## src/rtl/ascon_pack.sv

```systemverilog
// ascon_pack: shared FSM state encoding and round constants for the ASCON-128 control path
// Contents: type_fsm_state (11 controller states), ROUNDS_A (p^a round count),
//           ROUND_B_START (first round index of p^b), ROUND_LAST (final round index).
package ascon_pack;

    typedef enum logic [3:0] {
        IDLE,
        CONF_INIT,
        INIT,
        WAIT_AD,
        AD,
        WAIT_PT,
        PT,
        LAST_PT,
        FINAL,
        TAG,
        END
    } type_fsm_state;

    localparam int         ROUNDS_A      = 12;
    localparam logic [3:0] ROUND_B_START = 4'd6;
    localparam logic [3:0] ROUND_LAST    = 4'(ROUNDS_A - 1);

endpackage

```

## src/rtl/round_counter.sv

```systemverilog
// round_counter: 4-bit round index register with synchronous load and count enable
// Ports: clock_i/resetb_i (async active-low), init_i loads load_i (wins over en_i),
//        en_i increments, count_o is the current round index.
module round_counter (
    input  logic       clock_i,
    input  logic       resetb_i,
    input  logic       init_i,
    input  logic [3:0] load_i,
    input  logic       en_i,
    output logic [3:0] count_o
);

    logic [3:0] r_count;

    always_ff @(posedge clock_i or negedge resetb_i) begin
        if (!resetb_i)
            r_count <= '0;
        else if (init_i)
            r_count <= load_i;
        else if (en_i)
            r_count <= r_count + 4'd1;
    end

    assign count_o = r_count;

endmodule

```

## src/rtl/ascon_fsm.sv

```systemverilog
// ascon_fsm: control FSM sequencing permutation_xor through init, one AD block,
//            NB_PT_BLOCKS plaintext blocks, finalisation and tag output.
// Ports: clock_i, resetb_i (async active-low), start_i, data_valid_i / data_ack_o handshake,
//        round_o, state_mode_o, en_reg_state_o, en_xor_{key_begin,lsb,key_end,data}_o,
//        en_out_{cipher,tag}_o, cipher_valid_o (registered), tag_valid_o, busy_o.
// Build option: ASCON_DATA_STALL_EN makes injection cycles wait for data_valid_i;
//               without it every injection cycle proceeds unconditionally.
module ascon_fsm
    import ascon_pack::*;
#(
    parameter int NB_PT_BLOCKS = 3
) (
    input  logic       clock_i,
    input  logic       resetb_i,
    input  logic       start_i,
    input  logic       data_valid_i,
    output logic       data_ack_o,
    output logic [3:0] round_o,
    output logic       state_mode_o,
    output logic       en_reg_state_o,
    output logic       en_xor_key_begin_o,
    output logic       en_xor_lsb_o,
    output logic       en_xor_key_end_o,
    output logic       en_xor_data_o,
    output logic       en_out_cipher_o,
    output logic       en_out_tag_o,
    output logic       cipher_valid_o,
    output logic       tag_valid_o,
    output logic       busy_o
);

    localparam int            BW       = $clog2(NB_PT_BLOCKS + 1);
    localparam logic [BW-1:0] BLK_LAST = BW'(NB_PT_BLOCKS - 1);

    type_fsm_state r_state, w_next;
    logic [BW-1:0] r_blk, w_blk_nxt;
    logic          r_cipher_valid;
    logic          w_go, w_last, w_init;
    logic [3:0]    w_load, w_round;

`ifdef ASCON_DATA_STALL_EN
    assign w_go = data_valid_i;
`else
    logic w_unused_valid;
    assign w_unused_valid = data_valid_i;
    assign w_go = 1'b1;
`endif

    assign w_last    = (w_round == ROUND_LAST);
    assign w_blk_nxt = r_blk + 1'b1;

    round_counter u_round (
        .clock_i  (clock_i),
        .resetb_i (resetb_i),
        .init_i   (w_init),
        .load_i   (w_load),
        .en_i     (en_reg_state_o),
        .count_o  (w_round)
    );

    always_comb begin
        w_next             = r_state;
        w_init             = 1'b0;
        w_load             = 4'd0;
        data_ack_o         = 1'b0;
        state_mode_o       = 1'b0;
        en_reg_state_o     = 1'b0;
        en_xor_key_begin_o = 1'b0;
        en_xor_lsb_o       = 1'b0;
        en_xor_key_end_o   = 1'b0;
        en_xor_data_o      = 1'b0;
        en_out_cipher_o    = 1'b0;
        en_out_tag_o       = 1'b0;
        tag_valid_o        = 1'b0;
        case (r_state)
            IDLE: begin
                w_init = 1'b1;
                if (start_i) w_next = CONF_INIT;
            end
            CONF_INIT: begin
                en_reg_state_o = 1'b1;
                w_next         = INIT;
            end
            INIT: begin
                state_mode_o     = 1'b1;
                en_reg_state_o   = 1'b1;
                en_xor_key_end_o = w_last;
                if (w_last) begin
                    w_init = 1'b1;
                    w_load = ROUND_B_START;
                    w_next = WAIT_AD;
                end
            end
            WAIT_AD, WAIT_PT: begin
                state_mode_o    = 1'b1;
                en_reg_state_o  = w_go;
                en_xor_data_o   = w_go;
                data_ack_o      = w_go;
                en_out_cipher_o = w_go && (r_state == WAIT_PT);
                if (w_go) w_next = (r_state == WAIT_AD) ? AD : PT;
            end
            AD: begin
                state_mode_o   = 1'b1;
                en_reg_state_o = 1'b1;
                en_xor_lsb_o   = w_last;
                if (w_last) begin
                    w_init = 1'b1;
                    w_load = ROUND_B_START;
                    w_next = (NB_PT_BLOCKS > 1) ? WAIT_PT : LAST_PT;
                end
            end
            PT: begin
                state_mode_o   = 1'b1;
                en_reg_state_o = 1'b1;
                if (w_last) begin
                    w_init = 1'b1;
                    w_load = ROUND_B_START;
                    w_next = (w_blk_nxt == BLK_LAST) ? LAST_PT : WAIT_PT;
                end
            end
            LAST_PT: begin
                // Last block is XORed and captured as cipher but the state register
                // holds; FINAL round 0 re-injects it together with the key.
                state_mode_o    = 1'b1;
                en_xor_data_o   = w_go;
                en_out_cipher_o = w_go;
                data_ack_o      = w_go;
                if (w_go) begin
                    w_init = 1'b1;
                    w_next = FINAL;
                end
            end
            FINAL: begin
                state_mode_o       = 1'b1;
                en_reg_state_o     = 1'b1;
                en_xor_data_o      = (w_round == 4'd0);
                en_xor_key_begin_o = (w_round == 4'd0);
                en_xor_key_end_o   = w_last;
                if (w_last) begin
                    w_init = 1'b1;
                    w_next = TAG;
                end
            end
            TAG: begin
                state_mode_o = 1'b1;
                en_out_tag_o = 1'b1;
                w_next       = END;
            end
            END: begin
                state_mode_o = 1'b1;
                tag_valid_o  = 1'b1;
                w_next       = IDLE;
            end
            default: w_next = IDLE;
        endcase
    end

    always_ff @(posedge clock_i or negedge resetb_i) begin
        if (!resetb_i) begin
            r_state        <= IDLE;
            r_blk          <= '0;
            r_cipher_valid <= 1'b0;
        end else begin
            r_state        <= w_next;
            r_cipher_valid <= en_out_cipher_o;
            if (r_state == IDLE)
                r_blk <= '0;
            else if (r_state == PT && w_last)
                r_blk <= w_blk_nxt;
        end
    end

    assign round_o        = w_round;
    assign cipher_valid_o = r_cipher_valid;
    assign busy_o         = (r_state != IDLE);

endmodule

```

## config.mk

```make
export PLATFORM = sky130hd
export DESIGN_NAME = ascon_fsm
export DESIGN_NICKNAME = d
export VERILOG_FILES = /design/src/rtl/ascon_pack.sv /design/src/rtl/round_counter.sv /design/src/rtl/ascon_fsm.sv
export SDC_FILE = /design/constraint.sdc
export NUM_CORES = 1
export LEC_CHECK = 0
export BUFFER_PORTS_ARGS = -buffer_cell sky130_fd_sc_hd__buf_2
export CAP_MARGIN = 20
export CORE_MARGIN = 8
export CORE_UTILIZATION = 40
export CTS_CLUSTER_DIAMETER = 150
export CTS_CLUSTER_SIZE = 14
export DETAILED_ROUTE_END_ITERATION = 10
export PLACE_DENSITY = 0.76
export SLEW_MARGIN = 20
export SYNTH_ARGS = -nofsm -noshare
export SYNTH_HDL_FRONTEND = slang
export SYNTH_HIERARCHICAL = 1
export SYNTH_SLANG_ARGS = --single-unit
```

## constraint.sdc

```tcl
create_clock -name clock_i -period 2.3 [get_ports clock_i]
set_clock_uncertainty 0.1 [all_clocks]
set_input_delay 0.46 -clock clock_i [delete_from_list [all_inputs] [get_ports clock_i]]
set_output_delay 0.46 -clock clock_i [all_outputs]
set_load 0.005 [all_outputs]
```

After elaboration in Yosys (flattened, before gate mapping)
Index checks and enable logic that the tools add are counted.
{"block": "totals", "wordCells": 64, "input_bits": 4, "output_inout_bits": 16, "regBits": 11}
{"block": "classes", "reduce_logical": 15, "n_addsub": 2, "muxes": 26, "n_eq_ne": 17}
{"cell": "$pmux 4 s9", "count": 1}
{"cell": "$mux 4", "count": 7}
{"cell": "$eq 4x3->1 const B", "count": 4}
{"cell": "$eq 4x4->1 const B", "count": 4}
{"cell": "$ne 2x2->1 const B", "count": 5}
{"cell": "$mux 1", "count": 9}
{"cell": "$reduce_or 9->1", "count": 1}
{"cell": "$eq 4x2->1 const B", "count": 2}
{"cell": "$logic_not 4->1", "count": 2}
{"cell": "$mux 2", "count": 4}
{"cell": "$reduce_or 7->1", "count": 1}
{"cell": "$mux 3", "count": 2}
{"cell": "$pmux 1 s2", "count": 3}
{"cell": "$reduce_or 2->1", "count": 3}
{"cell": "$reduce_or 3->1", "count": 2}
{"cell": "$reduce_and 5->1", "count": 1}
{"cell": "$add 4x1->4 const B", "count": 1}
{"cell": "$eq 4x1->1 const B", "count": 1}
{"cell": "$reduce_bool 2->1", "count": 2}
{"cell": "$reduce_bool 4->1", "count": 1}
{"cell": "$reduce_or 4->1", "count": 1}
{"cell": "$add 2x1->2 const B", "count": 1}
{"cell": "$eq 2x2->1 const B", "count": 1}
{"cell": "$logic_and 1x1->1", "count": 1}

Longest topological paths before layout
Gate-level depths: netlist of run 1.
{"block": "depth", "word_depth": 5, "depth_mapped": 7, "ltp_nobuf": 6}

Modules after synthesis
Netlist of run 1, hierarchy kept.
{"module": "ascon_fsm", "seq_area_each_um2": 175.2, "area_per_inst_um2": 529.3, "n_inst": 1, "cells_per_inst": 61}
{"module": "round_counter", "seq_area_each_um2": 100.1, "area_per_inst_um2": 202.7, "n_inst": 1, "cells_per_inst": 18}

Least setup slack after synthesis of run 1
OpenSTA, ideal clock, no wires.
{"block": "synth_path", "kind": "reg-to-reg", "startpoint": "register u_round.r_count[2] (netlist: u_round/count_o[2])", "endpoint": "register u_round.r_count[3] (netlist: u_round/count_o[3])", "synth_period_minus_slack_ps": 2035, "setup_time_ps": 125, "slack_ps": 265, "t_arrival_ps": 1810, "n_path_buf": 0, "t_required_ps": 2075, "path_stages_with_launch": 5, "path_cell_list": "dfrtp_1 -> nand4b_1 -> maj3_1 -> o22ai_1 -> mux2_2"}
{"block": "synth_between", "elab_chain_cells": 4, "elab_cells_between_ends": 7, "cone_classes": "add/sub (1); eq/ne (1); mux (4); reduce/logical (1)"}
{"element": "from (decl)", "line": "round_counter.sv:13", "text": "logic [3:0] r_count;"}
{"element": "from (signal assigned)", "line": "round_counter.sv:19", "text": "r_count <= load_i;"}
{"element": "from (signal assigned)", "line": "round_counter.sv:21", "text": "r_count <= r_count + 4'd1;"}
{"element": "$eq 4x4->1 *", "line": "ascon_fsm.sv:49", "text": "assign w_last = (w_round == ROUND_LAST);"}
{"element": "$mux 1 *"}
{"element": "$pmux 1 s2 *", "line": "ascon_fsm.sv:75", "text": "case (r_state)"}
{"element": "via w_init", "line": "ascon_fsm.sv:38", "text": "logic w_go, w_last, w_init;"}
{"element": "$mux 4 / $reduce_bool 2->1 (equally long branches)"}
Mark *: on every way through the listed nets, which the timed path passes. The rest lies on a longest branch. The select of a mux whose other input is x is not followed.
A chain may end at the register's enable or synchronous reset.

Final worst setup path of run 1
{"block": "layout_path", "startpoint": "register r_state[1]", "endpoint": "output en_reg_state_o"}
{"block": "layout_between", "elab_chain_cells": 3, "elab_cells_between_ends": 9, "cone_classes": "eq/ne (7); mux (1); reduce/logical (1)"}
{"element": "from (decl)", "line": "ascon_fsm.sv:35", "text": "type_fsm_state r_state, w_next;"}
{"element": "from (signal assigned)", "line": "ascon_fsm.sv:164", "text": "r_state <= w_next;"}
{"element": "$eq 4x3->1, or another cell as far along", "line": "ascon_fsm.sv:75"}
{"element": "$reduce_or 7->1 (no line) *"}
{"element": "$mux 1 *", "line": "ascon_fsm.sv:75"}
{"element": "to (decl)", "line": "ascon_fsm.sv:20", "text": "output logic en_reg_state_o,"}
Every way passes the cells marked *; elsewhere a longest branch is shown, timed or not.

==> impl_results.md, run 1 <==
* GRT Total Usage at 0.117
* Initial core utilization at 0.424
* CP Launch Type: register
* Clock Sinks at 11
* CTS Buffer Depth at 2
* HPWL after DPL at between 1000 and 1500 um
* Clock slew at reported path FFs at 0.08 ns
* Util after Layout at 0.555
* TritonCTS clock tree: built
* Commonest non-fill, non-tap cell in the layout: buf_2
* Seq cells post-synth at 11
* Wire per inst at between 10 and 15 um
* Status: completed
* Hold Fails Final Rpt at 0
* Number of global-route vias before repair at approximately 700
* Register area share after synthesis at 0.376
* Hold Startpoint: r_blk[0]
* CP Class: reg2out
* Finished Cell Area at 958 um2
* Layout area overhead at 30.9%
* Depth of the CTS H-tree at 1
* Family with the most delay on the worst path: simple AND/OR/NAND/NOR gates
* R2R Path Start: r_state[1]
* Worst EP required at ~1.7 ns
* Port Buffers at 18
* Top-area cell type share of the netlist area at 0.376
* MaxCap Viol Count at 0
* Antenna Cells at 0
* Synthesized instance count at between 70 and 80
* DR vias/cell at between 5 and 6
* Start point of the critical path: r_state[1]
* PwrDens at 1300 nW/um2
* # IOs at 20
* Num rows at 15
* Die width at approximately 59 um
* Post-layout min period at around 2.2 ns
* Most frequent cells in the layout: buf_2 (18), nand2_1 (9), dfrtp_1 (9), buf_4 (9)
* Synth area leaders: dfrtp_1 (38%), mux2i_1 (5.5%), xnor2_1 (4.8%)
* CP peak stage delay at about 0.58 ns
* DRT Wirelength at around 1800 um
* CP max stage cell: or4_1
* Switch share at 0.433
* Worst path cell trace: or4_1 > o211a_4 > buf_2
* Fraction of layout cells with a size suffix above 1 at 0.374
* Max VDD drop at roughly 700 uV
* Internal power at between 0.7 and 0.8 mW
* DR iter-0 viols at 7
* Dpl ws at approximately 0.31 ns
* Clk root buf: clkbuf_4
* Die area at 3450 um2
* Synthesized area per cell at 9.27 um2
* Total CTS buffers at 3
* CP Capture Type: output port
* Initial antenna violation count at 0
* Die H at between 50 and 60 um
* Clock network fraction of total power at 0.110
* First-pass GRT wire length at about 3200 um
* RSZ-0062 raised after global routing: no
* Yosys cell types at 29
* Highest clock rate at between 400 and 500 MHz
* Largest net degree at the start of global routing at 13
* Drt pass-1 iters at 4
* RD Place Congestion at 0.742
* Final-report max-slew violation count at 0
* Mapped cell area at between 700 and 800 um2
* WP buf/inv at 1
* Non-Filler Instances at between 100 and 150
* Total congestion overflow at 0
* ANT nets after route at 0
* Pleak at 0.436 nW
* Switch Pwr at 0.540 mW
* Core Box Area at 1730 um2
* WP data arrival at between 1.5 and 2 ns
* CP Max Fanout at 7
* Ys Warns at 6
* # DRC at 0
* Worst-Skew Late Latency at 0.27 ns
* Placed insts at ~120
* Combinational share of power at 0.614
* Final net count at 114
* Sequential share of power at 0.275
* Synth area leader: dfrtp_1
* Placed Area at ~880 um2
* Final worst slack at about 0.094 ns
* Hold Crit Class: reg2reg
* Fin crit share at 0.959
* Via Count at about 670
* Setup violators final at 0
[layer usage]
metal	wire [um]	track usage	vias to the layer above
met3	83	0.0326	2
met4	10	0.0512	0
met1	811	0.139	321
met2	927	0.192	17
met5	0	0	-
li1	-	-	333
[power by group through the flow]
stage | Clock (mW) | Combinational (mW) | Sequential [mW]
2_1_floorplan | 0 | 0.457 | 0.332
3_3_place_gp | 0 | 0.640 | 0.359
3_5_place_dp | 0 | 0.664 | 0.363
4_1_cts | 0.143 | 0.750 | 0.334
5_1_grt | 0.152 | 0.847 | 0.357
6_report | 0.137 | 0.765 | 0.343
[stage by stage]
step                hold slack, ns  TNS (ns)  power (mW)
detailed placement           0.246         0        1.03
floorplan                   0.0644         0       0.789
global route                 0.420         0        1.36
finish                       0.383         0        1.24
CTS                          0.390  -0.00777        1.23
global placement             0.241         0       0.999
[repair_timing]
item | CTS | global route
pin swaps | 3 | 1
hold buffers | 1 | 0
hold endpoints to repair | 11 | 0
setup buffers | 3 | 0
resized for setup | 3 | 2
endpoints found under the setup margin | 1 | 3
[final timing paths]
kind                       cells past startpoint  slack [ns]                  to
setup / recovery                               3        0.09      en_reg_state_o
hold / removal                                 1        0.38            r_blk[0]
setup reg to reg                               4        0.39  u_round/count_o[3]
hold reg to reg                                1        0.38            r_blk[0]
max in group asynchronous                      2        1.41  u_round/count_o[0]
min in group asynchronous                      2        0.47            r_blk[1]
[flip-flops by register name, summed over array words and instances, names as in the netlist]
register	cells
cipher_valid_o	1
r_blk	2
u_round/count_o	4
r_state	4
[cells by family after synthesis]
| family | count (synthesis) | share of synthesized area |
|---|---|---|
| buffers and inverters | 9 | 0.0547 |
| muxes | 6 | 0.0855 |
| DFF | 11 | 0.376 |
| xor gates and xnor gates | 6 | 0.0718 |
| adders and majority gates | 3 | 0.0479 |
| other | 1 | 0.00512 |
| and+or+nand+nor | 30 | 0.244 |
| AOI/OAI and AO/OA | 13 | 0.115 |
[cell type report]
class	count	area, um2
Clock buffer	4	26.3
Fill cell	165	768
Inverter	4	15.0
Multi-Input combinational cell	60	440
Sequential cell	11	278
Tap cell	25	31.3
Timing Repair Buffer	28	168
[cells in the mapped netlist]
library cell / number
nor3_1: 3
a21oi_1: 4
buf_2: 5
nor4_2: 2
nand2_1: 9
nand4_2: 1
mux2i_1: 4
nand2b_1: 2
dfrtp_1: 11
xor2_1: 2
and2_1: 1
conb_1: 1
or4_1: 2
inv_1: 3
o22ai_2: 1
a2111oi_0: 1
nor4_1: 3
or2_1: 2
ha_1: 2
o211a_1: 1
nand3b_1: 1
mux2_2: 2
o22ai_1: 2
nor2_1: 3
o21ai_0: 4
clkinv_1: 1
maj3_1: 1
xnor2_1: 4
nand4b_1: 1
Power figures use the tool's default switching activity.
==> run 2: changes to the inputs <==
--- a/constraint.sdc
+++ b/constraint.sdc
@@ -3,3 +3,3 @@
 set_input_delay 0.46 -clock clock_i [delete_from_list [all_inputs] [get_ports clock_i]]
 set_output_delay 0.46 -clock clock_i [all_outputs]
-set_load 0.005 [all_outputs]
+set_load 0.05 [all_outputs]
==> run 2 against run 1 <==
  * Combinational power increased by 58%
  * Hold slack improved by 0.022 ns
  * Global-route usage increased by 0.27 points
==> impl_results.md, run 2 (same netlist as run 1, synthesis figures left out) <==
* Placed Area at 932 um2 (+6.3%)
* Clock slew at reported path FFs at 0.07 ns (about the same)
* Number of global-route vias before repair at 711 (+1.7%)
* Switch Pwr at 0.903 mW (+67%)
* RSZ-0062 raised after global routing: yes
* Combinational share of power at 0.716 (+0.102)
* DRT Wirelength at 1970 um (+7.5%)
* Non-Filler Instances at 136 (+3.0%)
* Internal power at 0.783 mW (+11%)
* Final-report max-slew violation count at 0 (unchanged)
* Port Buffers at 18 (unchanged)
* Status: completed
* Cells on Worst Hold Path at 1 (unchanged)
* Num rows at 15 (unchanged)
* # DRC at 0 (unchanged)
* Layout area overhead at 43.1%
* R2R Path Start: u_round/count_o[2]
* Setup violators final at 0 (unchanged)
* Die H at 58.8 um (unchanged)
* Wire per inst at 14.5 um (+4.3%)
* First-pass GRT wire length at 3300 um (+3.7%)
* CP Class: reg2out
* RR Endpoint: u_round/count_o[3]
* Worst-Skew Late Latency at 0.27 ns (about the same)
* ANT nets after route at 0 (unchanged)
* Pleak at 0.455 nW (+4.3%)
* Hold Crit Class: reg2reg
* Max VDD drop at 856 uV (+25%)
* Depth of the CTS H-tree at 1 (unchanged)
* Hold Fails Final Rpt at 0 (unchanged)
* Die width at 58.8 um (unchanged)
* Clock network fraction of total power at 0.079 (-0.031)
* MaxCap Viol Count at 0 (unchanged)
* DR vias/cell at 5.12 (+0.38%)
* Most frequent cells in the layout: buf_4 (16), buf_2 (13), nand2_1 (9), dfrtp_2 (6), dfrtp_1 (5)
* Largest net degree at the start of global routing at 16 (+3)
* PwrDens at 1610 nW/um2 (+24%)
* Post-layout min period at 2.26 ns (+0.0562 ns)
* Total congestion overflow at 0 (unchanged)
* Final net count at 118 (+3.5%)
* CP Max Fanout at 2 (-5)
* Via Count at 696 (+3.4%)
* Fin crit share at 0.983 (+0.0244)
* Reg2reg path depth at 5 (+1)
* Commonest non-fill, non-tap cell in the layout: buf_4
* # IOs at 20 (unchanged)
* Core Box Area at 1730 um2 (unchanged)
* Finished Cell Area at 1050 um2 (+9.3%)
* Util after Layout at 0.607 (+0.0514)
* Switch share at 0.535 (+0.102)
* Initial core utilization at 0.424 (unchanged)
* Total CTS buffers at 3 (unchanged)
* HPWL after DPL at 1360 um (+4.0%)
* CTS Buffer Depth at 2 (unchanged)
* CP Capture Type: output port
* DR iter-0 viols at 18 (+11)
* Reg2Reg Setup Slack at 0.22 ns (-0.17 ns)
* Tot Pwr at 1.69 mW (+35%)
* Highest clock rate at 442 MHz (-2.5%)
* Drt pass-1 iters at 4 (unchanged)
* Hold Startpoint: r_blk[0]
* Sequential share of power at 0.206 (-0.069)
* GRT Total Usage at 0.120 (+0.00272)
* CP Launch Type: register
* Antenna Cells at 0 (unchanged)
* WP data arrival at 1.70 ns (+0.05 ns)
* Initial antenna violation count at 0 (unchanged)
* TritonCTS clock tree: built
* Fraction of layout cells with a size suffix above 1 at 0.495 (+0.122)
* Worst EP required at 1.74 ns (about the same)
* RD Place Congestion at 0.871 (+17%)
* Placed insts at 125 (+0.81%)
* Die area at 3450 um2 (unchanged)
* Clock Sinks at 11 (unchanged)
* Endpoint, Worst Hold: r_blk[0]
* Clk root buf: clkbuf_4
==> run 2: power by group through the flow <==
stage / clock network [mW] / registers [mW] / logic [mW]
6_report: 0.133 / 0.347 / 1.21
5_1_grt: 0.152 / 0.360 / 1.29
4_1_cts: 0.135 / 0.343 / 1.15
3_5_place_dp: 0 / 0.360 / 1.07
3_3_place_gp: 0 / 0.359 / 1.05
2_1_floorplan: 0 / 0.475 / 0.696
==> run 2: metal layers <==
metal,wire (um),track usage,vias to the layer above
li1,-,-,345
met1,755,0.133,325
met2,1070,0.212,24
met3,117,0.0478,2
met4,23,0.0205,0
met5,0,0,-
==> run 2: layout make-up <==
cell class / instances / area, um2
clock buffer: 4 / 26.3
fill: 164 / 679
inverter: 4 / 15.0
multi-input combinational: 60 / 474
sequential: 11 / 283
tap: 25 / 31.3
timing repair buffer: 32 / 218
==> run 2: per-stage QoR <==
step | hold WS (ns) | setup TNS, ns | setup slack, ns
after detailed placement | 0.242 | 0 | 0.135
after CTS | 0.406 | 0 | 0.0144
after floorplan | 0.0644 | -0.576 | -0.334
final | 0.405 | 0 | 0.0381
after global placement | 0.237 | 0 | 0.157
after global routing | 0.415 | -0.0275 | -0.0275
==> run 2: worst max-delay path by stage <==
| stage | start | endpoint | slack (ns) |
|---|---|---|---|
| floorplan | u_round/count_o[2] | en_xor_data_o | -0.33 |
| global placement | u_round/count_o[2] | en_xor_data_o | 0.16 |
| detailed placement | u_round/count_o[2] | en_xor_data_o | 0.14 |
| CTS | r_state[2] | en_reg_state_o | 0.01 |
| global route | u_round/count_o[2] | en_xor_data_o | -0.03 |
| finish | u_round/count_o[2] | en_xor_data_o | 0.04 |
==> run 2: critical path, stage by stage, from the launching register on <==
cell,delay (ns)
dfrtp_2,0.40
or4_4,0.54
nor4_4,0.18
or2_4,0.17
buf_8,0.13
==> run 2: timing repair <==
item	4_1_cts	5_1_grt
hold buffers	1	0
endpoints found under the setup margin	3	5
pin swaps	2	1
setup buffers	3	3
gates resized for setup	8	3
endpoints found under the hold margin	11	0
==> run 3: changes to the inputs <==
Settings changed: BUFFER_PORTS_ARGS -buffer_cell sky130_fd_sc_hd__buf_2 to unset, CTS_BUF_LIST set to sky130_fd_sc_hd__clkbuf_16, DONT_BUFFER_PORTS set to 1, PLACE_DENSITY 0.76 to 0.66, SKIP_LAST_GASP set to 1.
==> run 3 against run 2 <==
  * Power grew 3.8%
  * Sequential power grew 5%
  * Die area is the same
  * Hold slack lost 0.057 ns
  * Design area shrank 2.5%
  * Maximum frequency grew 1.4%
  * Core utilization shrank 1.5 points
  * Global-route usage is essentially flat
  * Flip-flop and latch count is the same
  * Clock-buffer cell count shrank 1
  * Wire length shrank 5.6%
  * Non-clock buffer count shrank 13
==> impl_results.md, run 3 (same netlist as run 1, synthesis figures left out) <==
* # IOs at 20 (unchanged)
* CP Launch Type: register
* Port Buffers at 0 (-18)
* Most frequent cells in the layout: buf_4 (18), nand2_1 (9), dfrtp_1 (7)
* Sequential share of power at 0.209 (+0.003)
* Hold Fails Final Rpt at 0 (unchanged)
* MaxCap Viol Count at 0 (unchanged)
* Clk root buf: clkbuf_16
* Placed Area at 925 um2 (-0.81%)
* Finished Cell Area at 1020 um2 (-2.5%)
* Actual slew at the worst max-slew pin at about 0.53 ns
* DR vias/cell at 5.22 (+2.0%)
* Start point of the critical path: r_state[2]
* Hold Startpoint: start_i
* Initial antenna violation count at 0 (unchanged)
* Largest net degree at the start of global routing at 13 (-3)
* CTS Buffer Depth at 2 (unchanged)
* Commonest non-fill, non-tap cell in the layout: buf_4
* Switch Pwr at 0.883 mW (-2.2%)
* Depth of the CTS H-tree at 1 (unchanged)
* Clock slew at reported path FFs at 0.04 ns (-0.03 ns)
* Worst-Skew Late Latency at 0.24 ns (-0.03 ns)
* R2R Path Start: u_round/count_o[0]
* TritonCTS clock tree: built
* DR iter-0 viols at 6 (-12)
* Non-Filler Instances at 123 (-9.6%)
* Total congestion overflow at 0 (unchanged)
* Num rows at 15 (unchanged)
* Via Count at 642 (-7.8%)
* Initial core utilization at 0.424 (unchanged)
* Util after Layout at 0.591 (-0.0152)
* First-pass GRT wire length at 3190 um (-3.4%)
* ANT nets after route at 0 (unchanged)
* Layout area overhead at 39.5%
* Total CTS buffers at 3 (unchanged)
* Hold Crit Class: in2reg
* PwrDens at 1710 nW/um2 (+6.5%)
* Die area at 3450 um2 (unchanged)
* CP Max Fanout at 11 (+9)
* RD Place Congestion at 0.808 (-7.3%)
* Max VDD drop at 1130 uV (+32%)
* DRT Wirelength at 1860 um (-5.6%)
* Clock Sinks at 11 (unchanged)
* CP Class: reg2out
* WP data arrival at 1.67 ns (-0.03 ns)
* Combinational share of power at 0.614 (-0.102)
* Fin crit share at 0.970 (-0.0135)
* Switch share at 0.504 (-0.0310)
* CP Capture Type: output port
* Clock network fraction of total power at 0.177 (+0.098)
* Hold WS at 0.348 ns (-0.0571 ns)
* Worst EP required at 1.74 ns (about the same)
* Highest clock rate at 448 MHz (+1.4%)
* Die H at 58.8 um (unchanged)
* GRT Total Usage at 0.120 (+0.000338)
* Wire per inst at 15.1 um (+4.4%)
* Internal power at 0.868 mW (+11%)
* HPWL after DPL at 1420 um (+4.4%)
* Placed insts at 118 (-5.6%)
* RSZ-0062 raised after global routing: no
* Pleak at 0.427 nW (-6.1%)
* Status: completed
* Drt pass-1 iters at 4 (unchanged)
* Setup violators final at 0 (unchanged)
* Relative slew slack at 0.647
* Die width at 58.8 um (unchanged)
* TNS Setup at 0 ns (unchanged)
* Post-layout min period at 2.23 ns (-0.0310 ns)
* Final-report max-slew violation count at 0 (unchanged)
* Antenna Cells at 0 (unchanged)
* Core Box Area at 1730 um2 (unchanged)
* Number of global-route vias before repair at 687 (-3.4%)
* Final net count at 105 (-11%)
* # DRC at 0 (unchanged)
* Fraction of layout cells with a size suffix above 1 at 0.398 (-0.0975)
==> run 3: cell types whose count changed in the layout (fill, tap and decap cells not counted), moves of 2 or more <==
cell | previous run | this run
buf_2 | 13 | 0
clkbuf_4 | 4 | 0
clkbuf_16 | 0 | 3
buf_4 | 16 | 18
dfrtp_1 | 5 | 7
dfrtp_2 | 6 | 4
==> run 3: stage by stage <==
step                      setup slack, ns  power (mW)
after CTS                         0.00290        1.75
after floorplan                    -0.334        1.17
final                              0.0690        1.75
after global routing               0.0333        1.87
after detailed placement            0.241        1.43
after global placement              0.278        1.41
==> run 3: path summary, 6_finish.rpt <==
check,cells after the start,to,slack [ns]
max reg2reg,5,u_round/count_o[3],0.26
min in group asynchronous,1,r_blk[0],0.54
max in group asynchronous,1,u_round/count_o[2],1.18
max,3,en_reg_state_o,0.07
min,2,r_state[1],0.35
min reg2reg,1,r_blk[0],0.38
==> run 3: power by group through the flow <==
stage / clock [mW] / sequential [mW] / combinational (mW)
final: 0.310 / 0.365 / 1.08
after global routing: 0.326 / 0.377 / 1.17
after CTS: 0.317 / 0.364 / 1.07
after detailed placement: 0 / 0.367 / 1.06
after global placement: 0 / 0.362 / 1.04
after floorplan: 0 / 0.475 / 0.696
==> run 3: what timing repair did <==
action,4_1_cts,5_1_grt
hold buffers,1,0
gates resized for setup,0,1
setup endpoints to repair,0,3
hold endpoints to repair,11,0
setup buffers,0,0
==> run 3: final cells by class <==
| type | count | area (um2) |
|---|---|---|
| well taps | 25 | 31.3 |
| flip-flops and latches | 11 | 280 |
| fillers | 154 | 706 |
| repair buffers | 19 | 145 |
| clock inverters | 1 | 3.75 |
| inverters | 4 | 15.0 |
| clock buffers | 3 | 75.1 |
| multi-input cells | 60 | 470 |
==> run 3: metal layers <==
layer | global-route usage | wire, um | share of wire | vias to the layer above
li1 | - | - | - | 317
met1 | 0.125 | 711 | 0.38 | 303
met2 | 0.206 | 977 | 0.53 | 17
met3 | 0.0500 | 145 | 0.078 | 5
met4 | 0.0546 | 24 | 0.013 | 0
met5 | 0 | 0 | 0 | -
==> run 3: critical path, cell delays in order (launching register included) <==
cell and delay, ns:
dfrtp_1 0.49, or4_1 0.55, o211a_4 0.19, buf_4 0.19
